--- src/rtl/mem_pkg.sv ---
// rtl/mem_pkg.sv - shared FSM state type and array geometry defaults for the bitcell controller
package mem_pkg;

    localparam int WORDS_DEF = 8;
    localparam int WIDTH_DEF = 8;

    typedef enum logic [2:0] {
        IDLE,
        SETUP,
        STROBE,
        CAPTURE,
        RESP
    } state_e;

endpackage

--- src/rtl/mem_ctrl_row_decoder.sv ---
// rtl/mem_ctrl_row_decoder.sv - row address to one-hot select decode with enable
module row_decoder #(
    parameter int WORDS = 8,
    parameter int AW    = 3
) (
    input  logic [AW-1:0]    addr_i,
    input  logic             en_i,
    output logic [WORDS-1:0] onehot_o
);

    always_comb begin
        onehot_o = '0;
        for (int i = 0; i < WORDS; i++) begin
            onehot_o[i] = en_i && (addr_i == AW'(i));
        end
    end

endmodule

--- src/rtl/mem_ctrl.sv ---
// rtl/mem_ctrl.sv - single-request controller sequencing setup/strobe/capture on a bitcell array
module mem_ctrl
    import mem_pkg::*;
#(
    parameter int WORDS         = WORDS_DEF,
    parameter int WIDTH         = WIDTH_DEF,
    parameter int ACCESS_CYCLES = 1
) (
    input  logic                     clk,
    input  logic                     rst_n,
    input  logic                     req_valid,
    output logic                     req_ready,
    input  logic                     req_rw,
    input  logic [$clog2(WORDS)-1:0] req_addr,
    input  logic [WIDTH-1:0]         req_wdata,
    output logic                     rsp_valid,
    output logic [WIDTH-1:0]         rsp_rdata,
    output logic [WORDS-1:0]         row_sel,
    output logic                     cell_rw,
    output logic [WIDTH-1:0]         cell_data,
    input  logic [WIDTH-1:0]         cell_out
);

    localparam int       AW          = $clog2(WORDS);
    localparam logic [3:0] STROBE_LAST = 4'(ACCESS_CYCLES);

    state_e             state_q;
    logic               rw_q;
    logic [AW-1:0]      addr_q;
    logic [3:0]         cnt_q;
    logic [WORDS-1:0]   row_sel_q;
    logic [WORDS-1:0]   row_sel_d;
    logic               cell_rw_q;
    logic [WIDTH-1:0]   cell_data_q;
    logic [WIDTH-1:0]   rsp_rdata_q;
    logic               rsp_valid_q;
    logic               accept;
    logic               strobe_done;
    logic               sel_en_d;

    assign accept      = req_valid && (state_q == IDLE);
    // reads always strobe for a single cycle; writes hold select for ACCESS_CYCLES
    assign strobe_done = !rw_q || (cnt_q >= STROBE_LAST);
    assign sel_en_d    = (state_q == SETUP) ||
                         ((state_q == STROBE) && !(rw_q && strobe_done));

    row_decoder #(
        .WORDS (WORDS),
        .AW    (AW)
    ) u_row_decoder (
        .addr_i   (addr_q),
        .en_i     (sel_en_d),
        .onehot_o (row_sel_d)
    );

    always_ff @(posedge clk) begin
        if (!rst_n) begin
            state_q     <= IDLE;
            rw_q        <= 1'b0;
            addr_q      <= '0;
            cnt_q       <= 4'd0;
            row_sel_q   <= '0;
            cell_rw_q   <= 1'b0;
            cell_data_q <= '0;
            rsp_rdata_q <= '0;
            rsp_valid_q <= 1'b0;
        end else begin
            row_sel_q   <= row_sel_d;
            rsp_valid_q <= 1'b0;
            case (state_q)
                IDLE: begin
                    if (accept) begin
                        rw_q        <= req_rw;
                        addr_q      <= req_addr;
                        cell_rw_q   <= req_rw;
                        cell_data_q <= req_wdata;
                        state_q     <= SETUP;
                    end
                end
                SETUP: begin
                    cnt_q   <= 4'd1;
                    state_q <= STROBE;
                end
                STROBE: begin
                    if (!strobe_done) begin
                        cnt_q <= cnt_q + 4'd1;
                    end else begin
                        cell_rw_q <= 1'b0;
                        if (rw_q) begin
                            rsp_valid_q <= 1'b1;
                            state_q     <= RESP;
                        end else begin
                            state_q <= CAPTURE;
                        end
                    end
                end
                CAPTURE: begin
                    rsp_rdata_q <= cell_out;
                    rsp_valid_q <= 1'b1;
                    state_q     <= RESP;
                end
                RESP: begin
                    state_q <= IDLE;
                end
                default: begin
                    state_q <= IDLE;
                end
            endcase
        end
    end

    assign req_ready = (state_q == IDLE);
    assign rsp_valid = rsp_valid_q;
    assign rsp_rdata = rsp_rdata_q;
    assign row_sel   = row_sel_q;
    assign cell_rw   = cell_rw_q;
    assign cell_data = cell_data_q;

endmodule

--- config.mk ---
export PLATFORM = sky130hd
export DESIGN_NAME = mem_ctrl
export DESIGN_NICKNAME = d
export VERILOG_FILES = /design/src/rtl/mem_pkg.sv /design/src/rtl/mem_ctrl_row_decoder.sv /design/src/rtl/mem_ctrl.sv
export SDC_FILE = /design/constraint.sdc
export NUM_CORES = 1
export LEC_CHECK = 0
export BUFFER_PORTS_ARGS = -buffer_cell sky130_fd_sc_hd__buf_4
export CAP_MARGIN = 0
export CORE_UTILIZATION = 44
export DETAILED_ROUTE_END_ITERATION = 16
export PLACE_DENSITY_LB_ADDON = 0.08
export SLEW_MARGIN = 20
export SYNTH_ARGS = -nofsm -noshare
export SYNTH_HDL_FRONTEND = slang
export SYNTH_HIERARCHICAL = 1
export SYNTH_SLANG_ARGS = --single-unit
--- constraint.sdc ---
create_clock -name clk -period 1.68 [get_ports clk]
set_input_delay 0 -clock clk [delete_from_list [all_inputs] [get_ports clk]]
set_output_delay 0 -clock clk [all_outputs]
set_load 0.005 [all_outputs]
# Yosys cells after proc, flatten, opt, wreduce, memory -nomap -nowiden
# Cells that the tools add are included.
# classes
n_addsub,1
magnitude_cmp,1
n_eq_ne,13
mux,12
reduce_logical,23
# ops
cell,count
== test 3 x 2 -> 1 bit (second input constant),4
== test 3 bit (second input constant),4
case mux 3 bit (4 select lines),1
logical AND 1 bit,11
2-to-1 mux 3 bit,3
case mux 4 bit (2 select lines),1
== test 3 x 1 -> 1 bit (second input constant),2
zero test 3 bit,2
AND reduction 2 bit,3
adder 4 x 1 -> 4 bit (second input constant),1
greater-or-equal comparator 4 x 1 -> 1 bit (second input constant),1
2-to-1 mux 1 bit,4
2-to-1 mux 4 bit,1
inequality test 2 bit (second input constant),2
case mux 1 bit (2 select lines),2
nonzero test 2 bit,2
AND reduction 3 bit,1
zero test 1 bit,2
logical OR 1 bit,2
inequality test 2 x 1 -> 1 bit (second input constant),1
# word_totals
reg_bits,37
inputBits,23
out_inout_bits,27
elab_cells,59

# Longest topological paths before layout
# Gate-level depths: netlist of run 1.
# logic_depth
word_depth,7
depth_mapped,7

# Hierarchy
# Netlist of run 1, hierarchy kept.
# by_module_without_submodules
mod,n_inst,cells_each,area_per_inst_um2
mem_ctrl,1,145,1432.6
row_decoder,1,8,95.1

# Worst setup path after synthesis of run 1
# Ideal clock, no wire load.
# synth_path
path_type,register -> register
from,reg cnt_q[1]
to,reg row_sel_q[7] (netlist: row_sel[7])
setup_ns,0.059
arrival_time_ns,1.657
setup_slack_ns,-0.037
stages_incl_launch_ff,8
cell_sequence,dfxtp_1 inv_1 ha_1 nor4b_4 o21ai_0 a21oi_1 and4_2 and2_1
# synth_between
elab_chain_len,7
# synth_rtl
element,line_no,rtl
from (decl),mem_ctrl.sv:30,logic [3:0] cnt_q;
from (signal assigned),mem_ctrl.sv:86,cnt_q <= cnt_q + 4'd1;
greater-or-equal comparator 4 x 1 -> 1 bit,mem_ctrl.sv:43,assign strobe_done = !rw_q || (cnt_q >= STROBE_LAST);
logical OR 1 bit,mem_ctrl.sv:43,
logical AND 1 bit,mem_ctrl.sv:45,((state_q == STROBE) && !(rw_q && strobe_done));
zero test 1 bit,mem_ctrl.sv:45,
logical AND 1 bit,mem_ctrl.sv:45,
logical OR 1 bit,mem_ctrl.sv:44,assign sel_en_d = (state_q == SETUP) ||
via sel_en_d,mem_ctrl.sv:39,logic sel_en_d;
logical AND 1 bit,mem_ctrl_row_decoder.sv:14,onehot_o[i] = en_i && (addr_i == AW'(i));
via row_sel_d[7],mem_ctrl.sv:32,logic [WORDS-1:0] row_sel_d;
to (signal assigned),mem_ctrl.sv:68,row_sel_q <= row_sel_d;
to (decl),mem_ctrl.sv:31,logic [WORDS-1:0] row_sel_q;
# The timed path passes the listed nets, and every way through them passes these cells.
# A chain may end at the register's enable or synchronous reset.

# Final worst setup path of run 1
# layout_path
from,reg cnt_q[1]
to,reg row_sel_q[1] (netlist: row_sel[1])
# The elaborated chain is that of the path after synthesis.

==> results of run 1 <==
-- worst register-to-register path, delay by kind of cell, from the launching register on --
family                     cells  cell delay [ns]
AOI/OAI and AO/OA              2             0.32
adders and majority gates      1             0.17
buffers and inverters          1             0.06
DFF                            1             0.35
and+or+nand+nor                3             0.66
-- routing by layer --
layer	wire [µm]	up-vias
met5	0	-
met4	70	0
met3	178	6
met2	1696	40
met1	1370	608
li1	-	684
-- worst max path at each step --
stage                         from  depth (start not counted)         end  slack [ns]
after floorplan           cnt_q[1]                          7  row_sel[5]        0.03
after global placement    cnt_q[1]                          7  row_sel[0]        0.04
after detailed placement  cnt_q[1]                          7  row_sel[0]       -0.03
after CTS                 cnt_q[1]                          7  row_sel[1]        0.02
after global routing      cnt_q[1]                          7  row_sel[1]        0.01
final                     cnt_q[1]                          7  row_sel[1]        0.07
-- per-stage QoR --
step | utilization (%) | std cells | cell area (µm²)
3_5_place_dp | 58.49 | 245 | 1952
4_1_cts | 67.45 | 274 | 2251
3_3_place_gp | 58.49 | 245 | 1952
2_1_floorplan | - | 153 | 1531
5_1_grt | 68.05 | 274 | 2271
6_report | 68.05 | 274 | 2271
-- state kept, by name (all words and copies together) (netlist names) --
signal	flops
cell_data	8
row_sel	8
rsp_rdata	8
cnt_q	4
addr_q	3
state_q	3
cell_rw	1
rsp_valid	1
rw_q	1
-- power by group through the flow --
stage          clock network, W  logic (W)  registers [W]
2_1_floorplan                 0   0.000172       0.000966
3_3_place_gp                  0   0.000277       0.000973
3_5_place_dp                  0   0.000287       0.000974
4_1_cts                0.000608   0.000332       0.000954
5_1_grt                0.000650   0.000371       0.000965
6_report               0.000586   0.000338       0.000957
-- logic make-up (layout without fill, tap and decap cells) --
kind of cell / Yosys count / count (layout) / share of synthesized area, %
adders and majority gates: 3 / 3 / 2.457
buffers and inverters: 13 / 88 / 4.259
DFF: 37 / 37 / 48.48
and+or+nand+nor: 68 / 68 / 29.48
AOI/OAI and AO/OA: 22 / 22 / 8.763
muxes: 10 / 10 / 6.552
-- layout make-up --
class | count | share of cell area [%]
inverter | 4 | 0.6612
sequential | 37 | 32.73
tap | 46 | 2.534
multi-input combinational | 103 | 33.00
clock buffer | 5 | 1.653
clock inverter | 2 | 1.543
timing repair buffer | 77 | 27.88
-- placed cells by master, fill, tap and decap left out, drive strengths merged, types with 2 or more instances in the layout --
master	instances
buf	55
dfxtp	37
nand2	26
dlygate4sd3	22
a21oi	15
mux2i	10
nor2	9
and2	8
clkbuf	5
nor4b	5
and4bb	4
inv	4
ha	3
and4b	3
nor3	2
or4b	2
nand3b	2
a211oi	2
nor3b	2
-- what timing repair did --
action                                  CTS  global route
endpoints found under the setup margin    8             8
pin swaps                                 1             3
hold buffers                             22             0
gates resized for setup                   3             5
endpoints found under the hold margin    30             0
==> metrics.md, run 1 <==
| Metric | Value |
|---|---|
| Sw Ratio | `about a quarter` |
| PnR worst setup slack | `around 0.074 ns` |
| Top-count cell post-synth | `dfxtp_1` |
| RSZ-0062 raised after global routing | `false` |
| Initial core utilization | `between 40% and 50%` |
| Register-to-Register Path Depth | `7` |
| Area growth syn-to-layout | `48.65%` |
| Post-layout min period | `~1.6 ns` |
| Post-synth EDFFs | `0` |
| Total CTS buffers | `5` |
| Mapped cell area | `about 1500 µm²` |
| Max-capacitance violation count | `0` |
| TritonCTS clock tree | `built` |
| GR Util met3 | `between 6 and 7%` |
| Worst path max stage delay | `between 0.3 and 0.4 ns` |
| Synth area leaders | `dfxtp_1 (48%), mux2i_1 (6.6%), nand2_1 (6.4%)` |
| Pint | `approximately 0.0014 W` |
| Crit path capture type | `flip-flop` |
| LEAKAGE | `approximately 1.0 nW` |
| Period Utilization, post-route | `95.59%` |
| Yosys warnings | `6` |
| Crit Reg-Reg Endpoint | `row_sel[1]` |
| Reg power frac | `between 50% and 60%` |
| Setup Skew | `0.01013 ns` |
| CP cell instances | `inv_2 -> ha_4 -> nor4b_4 -> o21ai_2 -> a21oi_4 -> and4bb_2 -> and2_1` |
| Max_slew headroom | `between 60% and 70%` |
| Fin. max-slew vios | `0` |
| Worst Max-Slew Pin Slew | `approximately 0.48 ns` |
| Share of the synthesized area in the top cell type | `between 40% and 50%` |
| Ant diodes | `0` |
| Fillers | `between 200 and 300` |
| Post-synthesis register bit count | `37` |
| Post-DP HPWL | `around 2100 µm` |
| Outcome | `completed` |
| DRC violations left | `0` |
| NetSw | `around 0.00046 W` |
| Final WL | `about 3300 µm` |
| P per Cell Area | `828.2 nW/µm²` |
| DRT Pass-1 Iters | `3` |
| Slowest cell on crit path | `dfxtp_2` |
| Starting DRC count in detailed routing | `29` |
| Syn Inst Count | `about 150` |
| Clock root buffer | `clkbuf_4` |
| Vias per cell | `between 4 and 5` |
| Largest net degree at the start of global routing | `29` |
| Syn Nets | `between 150 and 200` |
| Met1 Use GR | `between 20% and 30%` |
| Worst path arrival time | `between 1.5 and 2 ns` |
| Die W | `roughly 61 µm` |
| Vias in the first global route | `1208` |
| Sequential fraction of the synthesis area | `between 40% and 50%` |
| Setup_tns | `0 ns` |
| Post-synth top cells | `dfxtp_1 (37), nand2_1 (26), a21oi_1 (15)` |
| Deepest clock path buffer count | `2` |
| Grt total ovfl | `0` |
| Share of layout cells above drive strength 1 | `35.09%` |
| Top Ports | `50` |
| Die Span Y | `60.93 µm` |
| CP top delay family | `simple AND/OR/NAND/NOR gates` |
| Via count of the routed design | `1338` |
| Layout Nets | `254` |
| Startpoint types | `flip-flop` |
| Worst Hold Launch | `cell_out[3]` |
| Asr flop ratio synth | `0%` |
| Num rows | `21` |
| CP bufs+invs | `1` |
| Yosys top cell by area | `dfxtp_1` |
| Clk pin slew, worst setup/hold paths | `about 0.11 ns` |
| Maximum vdd ir drop | `621.5 µV` |
| CP max FO | `8` |
| Routed len/inst | `roughly 12 µm` |
| Count of cell types in the netlist | `36` |
| Core area | `around 3300 µm²` |
| H-tree level count | `2` |
| Fmax achieved | `roughly 0.62 GHz` |
| Comb pwr share | `18.0%` |
| Pre-CTS setup slack | `-0.03314 ns` |
| Clock power frac | `31.1%` |
| Final hold slack | `0.4443 ns` |
| Die area | `between 3000 and 4000 µm²` |
| Final hold vios | `0` |
| GRT Util Overall | `about 20%` |
| CP Data Required Time | `roughly 2 ns` |
| Postcts setup bufs | `0` |
| HP Class | `primary input to flip-flop` |
| Pwr Total | `0.001881 W` |
| Port buffer count | `around 50` |
| Footprint of the multi-input gates | `between 700 and 800 µm²` |
| Clock sink count | `37` |
| Initial antenna violation count | `0` |
| Flop-to-flop setup slack | `approximately 0.074 ns` |
| Storage element area | `approximately 740 µm²` |
| Worst-Skew Late Latency | `roughly 0.34 ns` |
| RR Startpoint | `cnt_q[1]` |
| Top FF cell, synth | `dfxtp_1` |
| Final setup vio count | `0` |
| First-pass GRT wire length | `5313 µm` |
| GP Congestion | `around 0.68` |
| Kind of critical path | `flip-flop to flip-flop` |
| Avg Inst Size Synth | `~10 µm²` |
| Busiest grt layer | `met2` |
| Routed Antenna Nets | `0` |
| Hold depth | `4` |
| Worst Hold Endpoint | `rsp_rdata[3]` |
| Met2 usage | `a little over a third` |
(Power assumes the default switching activity.)
==> run 2, diff against run 1 <==
--- a/config.mk
+++ b/config.mk
@@ -5,6 +5,7 @@
 export SDC_FILE = /design/constraint.sdc
 export NUM_CORES = 1
 export LEC_CHECK = 0
+export ABC_AREA = 1
 export BUFFER_PORTS_ARGS = -buffer_cell sky130_fd_sc_hd__buf_4
 export CAP_MARGIN = 0
 export CORE_UTILIZATION = 44
==> metrics.md, run 2 <==
| Metric | Value |
|---|---|
| Routed len/inst | `10.81 µm (-11%)` |
| Worst path max stage delay | `0.36 ns (about the same)` |
| GRT Util Overall | `20.35% (+0.34 points)` |
| Top-count cell post-synth | `dfxtp_1` |
| Max_slew headroom | `69.20% (+1.1 points)` |
| Vias per cell | `4.653 (-4.7%)` |
| Initial core utilization | `47.34% (+1.6 points)` |
| Initial antenna violation count | `0 (unchanged)` |
| Clock sink count | `37 (unchanged)` |
| Clk pin slew, worst setup/hold paths | `0.10 ns (about the same)` |
| Die Span Y | `59.78 µm (-1.9%)` |
| HP Class | `primary input to flip-flop` |
| CP Data Required Time | `1.96 ns (about the same)` |
| Maximum vdd ir drop | `575.8 µV (-7.4%)` |
| Total CTS buffers | `5 (unchanged)` |
| Slowest cell on crit path | `dfxtp_1` |
| Worst Max-Slew Pin Slew | `0.4591 ns (-0.01905 ns)` |
| Area growth syn-to-layout | `47.61%` |
| Num rows | `20 (-4.8%)` |
| Syn Nets | `217 (+21%)` |
| Post-synth top cells | `dfxtp_1 (37), nand2_1 (35), nor2_1 (30)` |
| TritonCTS clock tree | `built` |
| Share of the synthesized area in the top cell type | `50.43% (+1.9 points)` |
| Layout Nets | `289 (+14%)` |
| P per Cell Area | `989.5 nW/µm² (+19%)` |
| Fin. max-slew vios | `0 (unchanged)` |
| Mapped cell area | `1469 µm² (-3.8%)` |
| Routed Antenna Nets | `0 (unchanged)` |
| Pre-CTS setup slack | `0.1456 ns (+0.1787 ns)` |
| Ant diodes | `0 (unchanged)` |
| Final setup vio count | `0 (unchanged)` |
| Fmax achieved | `0.6763 GHz (+8.6%)` |
| Worst-Skew Late Latency | `0.33 ns (about the same)` |
| Grt total ovfl | `0 (unchanged)` |
| Sequential fraction of the synthesis area | `50.43% (+1.9 points)` |
| Final WL | `3328 µm (+0.39%)` |
| Port buffer count | `49 (unchanged)` |
| Via count of the routed design | `1433 (+7.1%)` |
| Avg Inst Size Synth | `7.691 µm² (-23%)` |
| Vias in the first global route | `1353 (+12%)` |
| Fillers | `268 (+7.2%)` |
| Period Utilization, post-route | `88.01% (-7.6 points)` |
| GP Congestion | `0.7156 (+4.6%)` |
| RSZ-0062 raised after global routing | `false` |
| Startpoint types | `flip-flop` |
| Post-synth EDFFs | `0 (unchanged)` |
| DRC violations left | `0 (unchanged)` |
| Setup Skew | `0.008977 ns (-0.001149 ns)` |
| Die area | `3574 µm² (-3.7%)` |
| Outcome | `completed` |
| Most frequent cells in the layout | `buf_4 (50), dfxtp_1 (37), nand2_1 (35), nor2_1 (29)` |
| Max-capacitance violation count | `0 (unchanged)` |
| PnR worst setup slack | `0.2014 ns (+0.1273 ns)` |
| Most used cell, CP | `nand2_1` |
| Yosys warnings | `6 (unchanged)` |
| DRT Pass-1 Iters | `4 (+1)` |
| Die W | `59.78 µm (-1.9%)` |
| LEAKAGE | `1.025 nW (-1.5%)` |
| CP max FO | `8 (unchanged)` |
| Crit path capture type | `flip-flop` |
| Largest net degree at the start of global routing | `22 (-24%)` |
| Core area | `3103 µm² (-7.0%)` |
| Clock root buffer | `clkbuf_4` |
| Syn Inst Count | `191 (+25%)` |
| Fin util | `69.88% (+1.8 points)` |
| Asr flop ratio synth | `0% (unchanged)` |
| Share of layout cells above drive strength 1 | `26.89% (-8.2 points)` |
| Setup_tns | `0 ns (unchanged)` |
| Deepest clock path buffer count | `2 (unchanged)` |
| Top Ports | `50 (unchanged)` |
| Starting DRC count in detailed routing | `76 (+160%)` |
| Count of cell types in the netlist | `23 (-36%)` |
| Post-DP HPWL | `2288 µm (+11%)` |
| First-pass GRT wire length | `5444 µm (+2.5%)` |
| Kind of critical path | `flip-flop to flip-flop` |
| Yosys top cell by area | `dfxtp_1` |
| Final hold vios | `0 (unchanged)` |
| Post-synthesis register bit count | `37 (unchanged)` |
| Post-layout min period | `1.479 ns (-0.1273 ns)` |
| Most common cell after layout, fill and taps aside | `buf_4` |
| H-tree level count | `2 (unchanged)` |
| Synth area leaders | `dfxtp_1 (50%), nand2_1 (8.9%), nor2_1 (7.7%)` |
| CP cell instances | `inv_1 -> ha_1 -> inv_1 -> nand2_1 -> nor2_2 -> nand2_4 -> nand2_1 -> nand2_1 -> nor2_1 -> nand2_1 -> inv_1` |
| Top FF cell, synth | `dfxtp_1` |
| Worst path arrival time | `1.76 ns (-0.14 ns)` |
[run 2: layout make-up]
| cell class | instances | area [µm²] | share of cell area [%] |
|---|---|---|---|
| flip-flops and latches | 37 | 740.7 | 34.16 |
| multi-input cells | 124 | 606.8 | 27.99 |
| repair buffers | 71 | 585.6 | 27.01 |
| inverters | 24 | 95.09 | 4.385 |
| clock buffers | 7 | 55.05 | 2.539 |
| well taps | 44 | 55.05 | 2.539 |
| clock inverters | 1 | 30.03 | 1.385 |
[run 2: cell families after synthesis]
group	Yosys count	share of synthesized area [%]
DFF	37	50.43
and+or+nand+nor	94	29.13
adders and majority gates	3	2.556
AOI/OAI and AO/OA	27	9.455
buffers and inverters	30	8.433
[run 2: power breakdown]
part	total, W	internal (W)	switching (W)
Clock	0.000624	0.000355	0.000269
Sequential	0.00101	0.000951	0.0000572
Combinational	0.000513	0.000245	0.000268
Total	0.00215	0.00155	0.000594
[run 2: final timing paths]
path / startpoint / endpoint / slack [ns] / cells after the start
worst min register to register: cnt_q[3] / cnt_q[3] / 0.45 / 2
worst max register to register: cnt_q[1] / row_sel[6] / 0.20 / 11
worst min-delay path: req_valid / cell_data[5] / 0.02 / 3
worst max-delay path: cnt_q[1] / row_sel[6] / 0.20 / 11
[run 2: stage by stage]
stage | area [µm²] | hold WS (ns) | power [W] | std cells
2_1_floorplan | 1469 | 0.1644 | 0.001313 | 191
3_3_place_gp | 1871 | 0.2498 | 0.001477 | 279
3_5_place_dp | 1871 | 0.2703 | 0.001496 | 279
4_1_cts | 2166 | 0.003976 | 0.002162 | 308
5_1_grt | 2168 | 0.003000 | 0.002276 | 308
6_report | 2168 | 0.01982 | 0.002146 | 308
[run 2: worst max-delay path: cells and delay by family (launching register included)]
family | cells | cell delay (ns)
fa+ha+maj | 1 | 0.18
buf+inv | 3 | 0.18
flops | 1 | 0.36
simple gates | 7 | 0.71
[run 2: per-layer routing]
layer | up-vias | routed length (µm) | GRT usage [%]
met4 | 0 | 26 | 5.980
met3 | 4 | 136 | 5.844
met2 | 38 | 1745 | 38.57
li1 | 741 | - | -
met5 | - | 0 | 0
met1 | 650 | 1419 | 21.46
[run 2: timing repair]
action                                 CTS  global route
setup endpoints to repair                0             8
resized for setup                        0             1
buffers inserted                         0             0
endpoints found under the hold margin   29             0
hold buffers                            21             0
